File: src/rtl/dma_pm_pkg.sv
// ============================================================================
// dma_pm_pkg
// Power-management FSM state encoding and counter sizing helper.
// Revision: 1.0
// ============================================================================
`default_nettype none

package dma_pm_pkg;

  typedef enum logic [2:0] {
    ST_RUN   = 3'd0,
    ST_IDLE  = 3'd1,
    ST_REQ   = 3'd2,
    ST_SLEEP = 3'd3,
    ST_WAKE  = 3'd4
  } pm_state_e;

  // Counter only ever holds window-1, so the larger window sets the width.
  function automatic int pm_cnt_width(input int idle_cycles, input int wake_cycles);
    int max_win;
    max_win = (idle_cycles > wake_cycles) ? idle_cycles : wake_cycles;
    return (max_win <= 1) ? 1 : $clog2(max_win);
  endfunction

endpackage

`default_nettype wire

File: src/rtl/pm_down_counter.sv
// ============================================================================
// pm_down_counter
// Loadable down counter with zero flag, shared by the idle and wake windows.
// Revision: 1.0
// ============================================================================
`default_nettype none

module pm_down_counter
  import dma_pm_pkg::*;
#(
  parameter int W = 4
) (
  input  logic         clk,
  input  logic         rst,
  input  logic         load,
  input  logic [W-1:0] load_val,
  input  logic         dec,
  output logic         zero
);

  logic [W-1:0] cnt_q;
  logic [W-1:0] cnt_d;

  always_comb begin
    cnt_d = cnt_q;
    if (load) begin
      cnt_d = load_val;
    end else if (dec && (cnt_q != '0)) begin
      cnt_d = cnt_q - W'(1);
    end
  end

  always_ff @(posedge clk) begin
    if (rst) begin
      cnt_q <= '0;
    end else begin
      cnt_q <= cnt_d;
    end
  end

  assign zero = (cnt_q == '0);

endmodule

`default_nettype wire

File: src/rtl/dma_clk_gate_ctrl.sv
// ============================================================================
// dma_clk_gate_ctrl
// Idle-driven sleep negotiation and clock-gater enable/wait_r sequencing.
// Revision: 1.0
// ============================================================================
`default_nettype none

module dma_clk_gate_ctrl
  import dma_pm_pkg::*;
#(
  parameter int NUM_SRC     = 4,
  parameter int IDLE_CYCLES = 16,
  parameter int WAKE_CYCLES = 4,
  parameter int CNT_W       = 8
) (
  input  logic               clk,
  input  logic               rst,
  input  logic               ctrl_en,
  input  logic [NUM_SRC-1:0] activity,
  input  logic               wake_req,
  input  logic               sleep_ack,
  output logic               enable,
  output logic               wait_r,
  output logic               sleep_req,
  output logic               awake,
  output logic [CNT_W-1:0]   gate_cnt
);

  localparam int CTR_W = pm_cnt_width(IDLE_CYCLES, WAKE_CYCLES);
  localparam logic [CTR_W-1:0] c_idle_load = CTR_W'(IDLE_CYCLES - 1);
  localparam logic [CTR_W-1:0] c_wake_load = CTR_W'(WAKE_CYCLES - 1);

  pm_state_e        state_q, state_d;
  logic             enable_q, enable_d;
  logic             wait_r_q, wait_r_d;
  logic             sleep_req_q, sleep_req_d;
  logic             awake_q, awake_d;
  logic [CNT_W-1:0] gate_cnt_q, gate_cnt_d;

  logic             wake_ev;
  logic             cnt_load;
  logic [CTR_W-1:0] cnt_load_val;
  logic             cnt_dec;
  logic             cnt_zero;

  assign wake_ev = (|activity) | wake_req | ~ctrl_en;

  pm_down_counter #(
    .W (CTR_W)
  ) u_win_cnt (
    .clk      (clk),
    .rst      (rst),
    .load     (cnt_load),
    .load_val (cnt_load_val),
    .dec      (cnt_dec),
    .zero     (cnt_zero)
  );

  always_comb begin
    state_d      = state_q;
    cnt_load     = 1'b0;
    cnt_load_val = '0;
    cnt_dec      = 1'b0;
    gate_cnt_d   = gate_cnt_q;

    case (state_q)
      ST_RUN: begin
        if (!wake_ev) begin
          state_d      = ST_IDLE;
          cnt_load     = 1'b1;
          cnt_load_val = c_idle_load;
        end
      end
      ST_IDLE: begin
        if (wake_ev) begin
          state_d = ST_RUN;
        end else if (cnt_zero) begin
          state_d = ST_REQ;
        end else begin
          cnt_dec = 1'b1;
        end
      end
      ST_REQ: begin
        // Fresh work wins over a late acknowledge so no request is stranded.
        if (wake_ev) begin
          state_d = ST_RUN;
        end else if (sleep_ack) begin
          state_d = ST_SLEEP;
          if (gate_cnt_q != '1) begin
            gate_cnt_d = gate_cnt_q + CNT_W'(1);
          end
        end
      end
      ST_SLEEP: begin
        if (wake_ev) begin
          state_d      = ST_WAKE;
          cnt_load     = 1'b1;
          cnt_load_val = c_wake_load;
        end
      end
      ST_WAKE: begin
        if (cnt_zero) begin
          state_d = ST_RUN;
        end else begin
          cnt_dec = 1'b1;
        end
      end
      default: begin
        state_d = ST_RUN;
      end
    endcase

    // Outputs decode the next state so they switch on the same edge as it.
    enable_d    = (state_d != ST_SLEEP);
    wait_r_d    = (state_d == ST_SLEEP) || (state_d == ST_WAKE);
    sleep_req_d = (state_d == ST_REQ) || (state_d == ST_SLEEP);
    awake_d     = (state_d == ST_RUN) || (state_d == ST_IDLE) || (state_d == ST_REQ);
  end

  always_ff @(posedge clk) begin
    if (rst) begin
      state_q     <= ST_RUN;
      enable_q    <= 1'b1;
      wait_r_q    <= 1'b0;
      sleep_req_q <= 1'b0;
      awake_q     <= 1'b1;
      gate_cnt_q  <= '0;
    end else begin
      state_q     <= state_d;
      enable_q    <= enable_d;
      wait_r_q    <= wait_r_d;
      sleep_req_q <= sleep_req_d;
      awake_q     <= awake_d;
      gate_cnt_q  <= gate_cnt_d;
    end
  end

  assign enable    = enable_q;
  assign wait_r    = wait_r_q;
  assign sleep_req = sleep_req_q;
  assign awake     = awake_q;
  assign gate_cnt  = gate_cnt_q;

endmodule

`default_nettype wire

File: config.mk
export PLATFORM = sky130hd
export DESIGN_NAME = dma_clk_gate_ctrl
export DESIGN_NICKNAME = d
export VERILOG_FILES = /design/src/rtl/dma_pm_pkg.sv /design/src/rtl/pm_down_counter.sv /design/src/rtl/dma_clk_gate_ctrl.sv
export SDC_FILE = /design/constraint.sdc
export NUM_CORES = 1
export LEC_CHECK = 0
export ABC_AREA = 1
export CORE_UTILIZATION = 41
export CTS_CLUSTER_SIZE = 20
export DETAILED_ROUTE_END_ITERATION = 12
export PLACE_DENSITY = 0.69
export SLEW_MARGIN = 20
export SYNTH_ARGS = -nofsm -noshare
export SYNTH_HDL_FRONTEND = slang
export SYNTH_SLANG_ARGS = --single-unit
File: constraint.sdc
create_clock -name clk -period 1.2 [get_ports clk]
set_input_delay 0.24 -clock clk [delete_from_list [all_inputs] [get_ports clk]]
set_output_delay 0.24 -clock clk [all_outputs]
set_load 0.005 [all_outputs]
* Word-level counts from Yosys, hierarchy flattened *
Index checks and enable logic that the tools add are counted.

cells by class
  equal/unequal tests = 10
  add/subtract/negate cells = 2
  multiplexer cells = 19
  reduce and logical (&&, ||, !) cells = 12
  bitwise gates (word level) = 4

operators with widths
  kind                 number
  $mux 3               7
  $pmux 3 s5           1
  $eq 3x2->1 const B   4
  $mux 4               3
  $add 8x1->8 const B  1
  $ne 8x8->1 const B   1
  $pmux 4 s2           1
  $eq 3x1->1 const B   2
  $eq 3x3->1 const B   2
  $logic_not 3->1      2
  $logic_not 4->1      1
  $logic_or 1x1->1     4
  $mux 1               4
  $pmux 1 s2           2
  $reduce_and 4->1     1
  $reduce_bool 4->1    1
  $reduce_or 4->1      1
  $sub 4x1->4 const B  1
  $ne 3x2->1 const B   1
  $mux 2               1
  $not 1->1            2
  $or 1x1->1           2
  $reduce_bool 2->1    1
  $logic_and 1x1->1    1

storage, ports and cells
  logic and storage cells = 54
  input port bits = 9
  register bits = 19
  output and inout bits = 12

* Longest topological paths before layout *
Gate-level depths: netlist of the first run.

  word-level depth = 8
  gate-level depth with buffers = 9
  mapped depth without buffers = 9

* Cells and area by module *
Synthesis of the first run repeated with hierarchy kept, for this count alone.

unflattened totals
  cell total of the unflattened synthesis = 164
  area, all modules = 1107.3 µm²

modules (own cells, without submodules)
  module             instances  area each (µm²)  seq. area each (µm²)  cells each
  dma_clk_gate_ctrl  1          833.3            300.3                 123
  pm_down_counter    1          274.0            80.1                  41

* Least setup slack after synthesis of the first run *
OpenSTA, ideal clock, no wires.

  kind = register to register
  start = reg u_win_cnt.cnt_q[0]
  end = reg u_win_cnt.cnt_q[2]
  cell stages (with the launch flop) = 9
  period minus slack after synthesis = 1265 ps
  library setup time = 113 ps
  buffers on the path = 0
  arrival time = 1152 ps
  required time = 1087 ps
  slack = -65 ps
  path through = dfxtp_1 > inv_1 > ha_1 > nand3_1 > nand2_1 > o21ai_1 > nor2_1 > nor2_1 > nor2_1

between the ends
  cells in the longest elaborated chain, start to end = 6
  elaborated cells between the ends (all ways) = 10
  classes of those cells = add/sub (1); mux (5); reduce/logical (4)

ends and longest elaborated chain
  what                                line                                               text
  start, declared                     pm_down_counter.sv:21                              logic [W-1:0] cnt_q;
  start signal, assigned              pm_down_counter.sv:37                              cnt_q <= cnt_d;
  $logic_not 4->1                     pm_down_counter.sv:41                              assign zero = (cnt_q == '0);
  $mux 1                              dma_clk_gate_ctrl.sv:77, dma_clk_gate_ctrl.sv:102
  $mux 1                              dma_clk_gate_ctrl.sv:75                            if (wake_ev) begin
  $pmux 1 s2                          dma_clk_gate_ctrl.sv:66                            case (state_q)
  $logic_and 1x1->1                   pm_down_counter.sv:28                              end else if (dec && (cnt_q != '0)) begin
  $reduce_bool 2->1 (no source line)  -

Several ways; a longest one is shown, not always the timed one. The select of a mux whose other input is x is not followed.
A chain may end at the register's enable or synchronous reset.

* Worst setup path after layout of the first run *
  start = reg state_q[2]
  end = reg u_win_cnt.cnt_q[3]

between the ends
  cells in the longest elaborated chain, start to end = 4
  elaborated cells between the ends (all ways) = 10
  classes of those cells = eq/ne (3); mux (4); reduce/logical (3)

ends and longest elaborated chain
  what                                             line                      text
  start, declared                                  dma_clk_gate_ctrl.sv:33   pm_state_e state_q, state_d;
  start signal, assigned                           dma_clk_gate_ctrl.sv:129  state_q <= state_d;
  $eq 3x3->1 / $eq 3x1->1 (equally long branches)  dma_clk_gate_ctrl.sv:66
  $pmux 1 s2                                       dma_clk_gate_ctrl.sv:66
  $logic_and 1x1->1                                pm_down_counter.sv:28
  $reduce_bool 2->1 (no source line)               -

Several ways; a longest one is shown, not always the timed one.

==> results of run 1 <==
cells in the mapped netlist:
cell      number
a21oi_1       10
and3_1         2
clkbuf_1       1
clkinv_2       1
dfxtp_1       19
ha_1           2
inv_1         18
inv_2          2
nand2_1       35
nand2_2        2
nand3_1       13
nand3_2        1
nand4_1        1
nor2_1        17
nor2_2         5
nor2_4         2
nor3_1         3
o21ai_0        1
o21ai_1        1
o21ai_2        1
o21bai_1       1
xnor2_1        3
xor2_1         5
layout by cell type, fill, tap and decap left out, types with 2 or more instances in the layout:
master,count
buf_2,2
buf_4,23
dlygate4sd2_1,15
and3_1,2
nand3_1,7
a21oi_2,2
clkdlybuf4s50_1,2
buf_6,5
a21oi_1,7
xnor2_1,3
ha_4,2
nand2_2,12
clkbuf_4,3
nor2_4,7
clkinv_2,2
xor2_1,5
nand2_1,24
nand3_2,3
inv_1,12
nor2_2,7
inv_2,7
dfxtp_1,5
dfxtp_4,4
nor3_2,2
nor2_1,10
dfxtp_2,10
nand3_4,4
routing by layer:
layer  up-vias  routed length [um]
met3         8                  84
met4         0                  61
met5         -                   0
met1       539                1380
met2        22                1660
li1        560                   -
power groups by stage:
stage	combinational [W]	sequential, W	clock, W
after global routing	0.0000870	0.000625	0.000392
final	0.0000813	0.000625	0.000361
after global placement	0.0000709	0.000648	0
after detailed placement	0.0000725	0.000648	0
after floorplan	0.0000287	0.000647	0
after CTS	0.0000769	0.000631	0.000370
per-stage QoR:
stage	instances	setup WS (ps)	hold WS (ps)	util, %	power [W]
6_report	226	-106	463	76.6	0.00107
2_1_floorplan	146	3.90	336	-	0.000676
3_3_place_gp	212	-401	478	62.3	0.000718
5_1_grt	226	-139	485	76.6	0.00110
4_1_cts	224	-46.4	436	73.3	0.00108
3_5_place_dp	212	-452	488	62.3	0.000720
sequential cells by signal, summed over array words and instances (netlist names):
name             cells
awake                1
enable               1
gate_cnt             8
sleep_req            1
state_q              3
u_win_cnt.cnt_q      4
wait_r               1
final cells by class:
| cell class | instances | share of cell area [%] |
|---|---|---|
| Multi-Input combinational cell | 105 | 43.6 |
| Tap cell | 28 | 2.03 |
| Clock buffer | 3 | 1.30 |
| Timing Repair Buffer | 49 | 24.3 |
| Sequential cell | 19 | 23.6 |
| Inverter | 21 | 4.78 |
| Clock inverter | 1 | 0.290 |
worst max-delay path, cell delays in order (launching register included):
cell	delay, ps
dfxtp_2	340
buf_4	140
nor3_2	230
nand2_1	150
nand2_1	140
nor2_2	50
nor2_1	110
nor2_1	50
final timing paths:
| path | slack (ps) | cells past startpoint | to |
|---|---|---|---|
| setup / recovery | -110 | 7 | u_win_cnt.cnt_q[3]$_SDFFE_PP0P_ |
| hold / removal | 460 | 5 | enable$_SDFF_PP1_ |
| setup reg to reg | -110 | 7 | u_win_cnt.cnt_q[3]$_SDFFE_PP0P_ |
| hold reg to reg | 520 | 2 | gate_cnt[7]$_SDFFE_PP0P_ |
cells by family after synthesis:
| kind of cell | count (synthesis) | share of synthesized area (%) |
|---|---|---|
| XOR/XNOR | 8 | 6.97 |
| adder cells (fa/ha/maj) | 2 | 2.49 |
| buffers and inverters | 22 | 8.33 |
| AO/OA/AOI/OAI | 14 | 7.59 |
| flip-flops | 19 | 37.8 |
| AND/OR/NAND/NOR | 81 | 36.8 |
timing repair:
item                       CTS  global route
resized for setup           77            18
setup buffers               13             2
cloned                       0             0
setup endpoints to repair   27            17
pin swaps                   34            11
==> results.toml, run 1 <==
[clock_network]
cts_num_sinks = 19
tritoncts = "built"
clk_pin_slew_worst_paths_ps = 120
hold_buffers = 0
htree_levels = 1
clk_latency_ps = 320
cts_buffer_depth = 2
root_buffer = "clkbuf_4"
cts_made_buffers = 3

[die]
die-area_mm2 = 0.00266
die-width_um = 51.5
ios = 21
core_area_mm2 = 0.00225
die_h_um = 51.5
rows = 17
start_util_pct = 44.6

[logic_synthesis]
synth_fp_nets = 157
syn_area_per_cell_um2 = 6.89
synth_area_mm2 = 0.00101
yosys.area.top_type = "dfxtp_1"
ys_seq_elements = 19
synth_seq_area_share_pct = 37.8
synth.top_cell.area_share_pct = 37.8
yosysUniqueCellTypes = 23
netlist_instances = 146
synth.area.top_cells = "dfxtp_1 38%, nand2_1 13%, inv_1 6.7%, nand3_1 6.5%, nor2_1 6.3%"
ys_warn_count = 0

[timing]
relSlewSlack_pct = 84.6
skew_ps = 3.85
rsz0062_at_grt = "true"
fmax_mhz = 765
setup_violations = 13
period_share_pct = 109
worstMarginPinSlew_ps = 231
drv_slew = 0
setup_tns_ps = -564
worst_slack_ps = -106
finalHoldViolations = 0
finalCriticalPeriod_ps = 1310

[power_and_ir_drop]
p_sw_share_pct = 26.2
switchingPower_w = 0.000279
intPower_w = 0.000788
cellLeakagePower_nw = 0.803
clockPowerShare_pct = 33.8
peakVddDrop_mv = 0.741
p_comb_share_pct = 7.6
pwr-share-seq_pct = 58.5
powerDensity_mw_per_mm2 = 618

[layout]
area_delta_synth_final_pct = 71.6
seqCellArea_um2 = 408
multi_input_area_um2 = 753
fill_cells = 161
antennaDiodeCount = 0
fin_nets = 210
layout-drive-gt1-share_pct = 51.5
stdcell_area_mm2 = 0.00173

[placed_design]
gp_congestion = 0.885
dpl-instance-area_mm2 = 0.00140
dp_hpwl_mm = 1.79
io_buffers = 20

[setup_path]
reg2reg_from = "state_q[2]$_SDFF_PP0_"
arrival_ps = 1530
crit_path_max_fanout = 3
worstSetupStartpointType = "flip-flop"
cp.required_ps = 1430
crit_type = "flip-flop to flip-flop"
crit_path_end_kind = "flip-flop"
critPathLaunch = "state_q[2]$_SDFF_PP0_"

[grt]
antenna_found_initial = 0
use_met2_pct = 44.8
grt-ovfl-total = 0
grtUsageMet3_pct = 3.51
busiest_layer = "met2"
grt_start_max_net_pins = 12
grt_use_met1_pct = 33.3
first_global_vias = 1104
grt_first_pass_wirelength_mm = 5.17
grt_use_total_pct = 26.2

[routing]
drc = 1
wl_per_cell_um = 14.1
drt-total-wl_mm = 3.19
vias_per_cell = 5.00
firstDrtPassIters = 9
drtAntennaViolNets = 0
num_vias = 1129
dr.first_iter.drc_count = 37

[run_status]
status = "finished, violations left"
violations = "DRC, setup timing"

[run]
drv_cap = 0

[min_path]
hold_class = "primary input to flip-flop"
min_from = "activity[3]"
Power figures use the tool's default switching activity.
==> run 2: changes to the inputs <==
--- a/config.mk
+++ b/config.mk
@@ -6,6 +6,7 @@
 export NUM_CORES = 1
 export LEC_CHECK = 0
 export ABC_AREA = 1
+export CAP_MARGIN = 10
 export CORE_UTILIZATION = 41
 export CTS_CLUSTER_SIZE = 20
 export DETAILED_ROUTE_END_ITERATION = 12
==> results of run 2 <==
Final layout, timing and power as in run 1 (identical DEF).
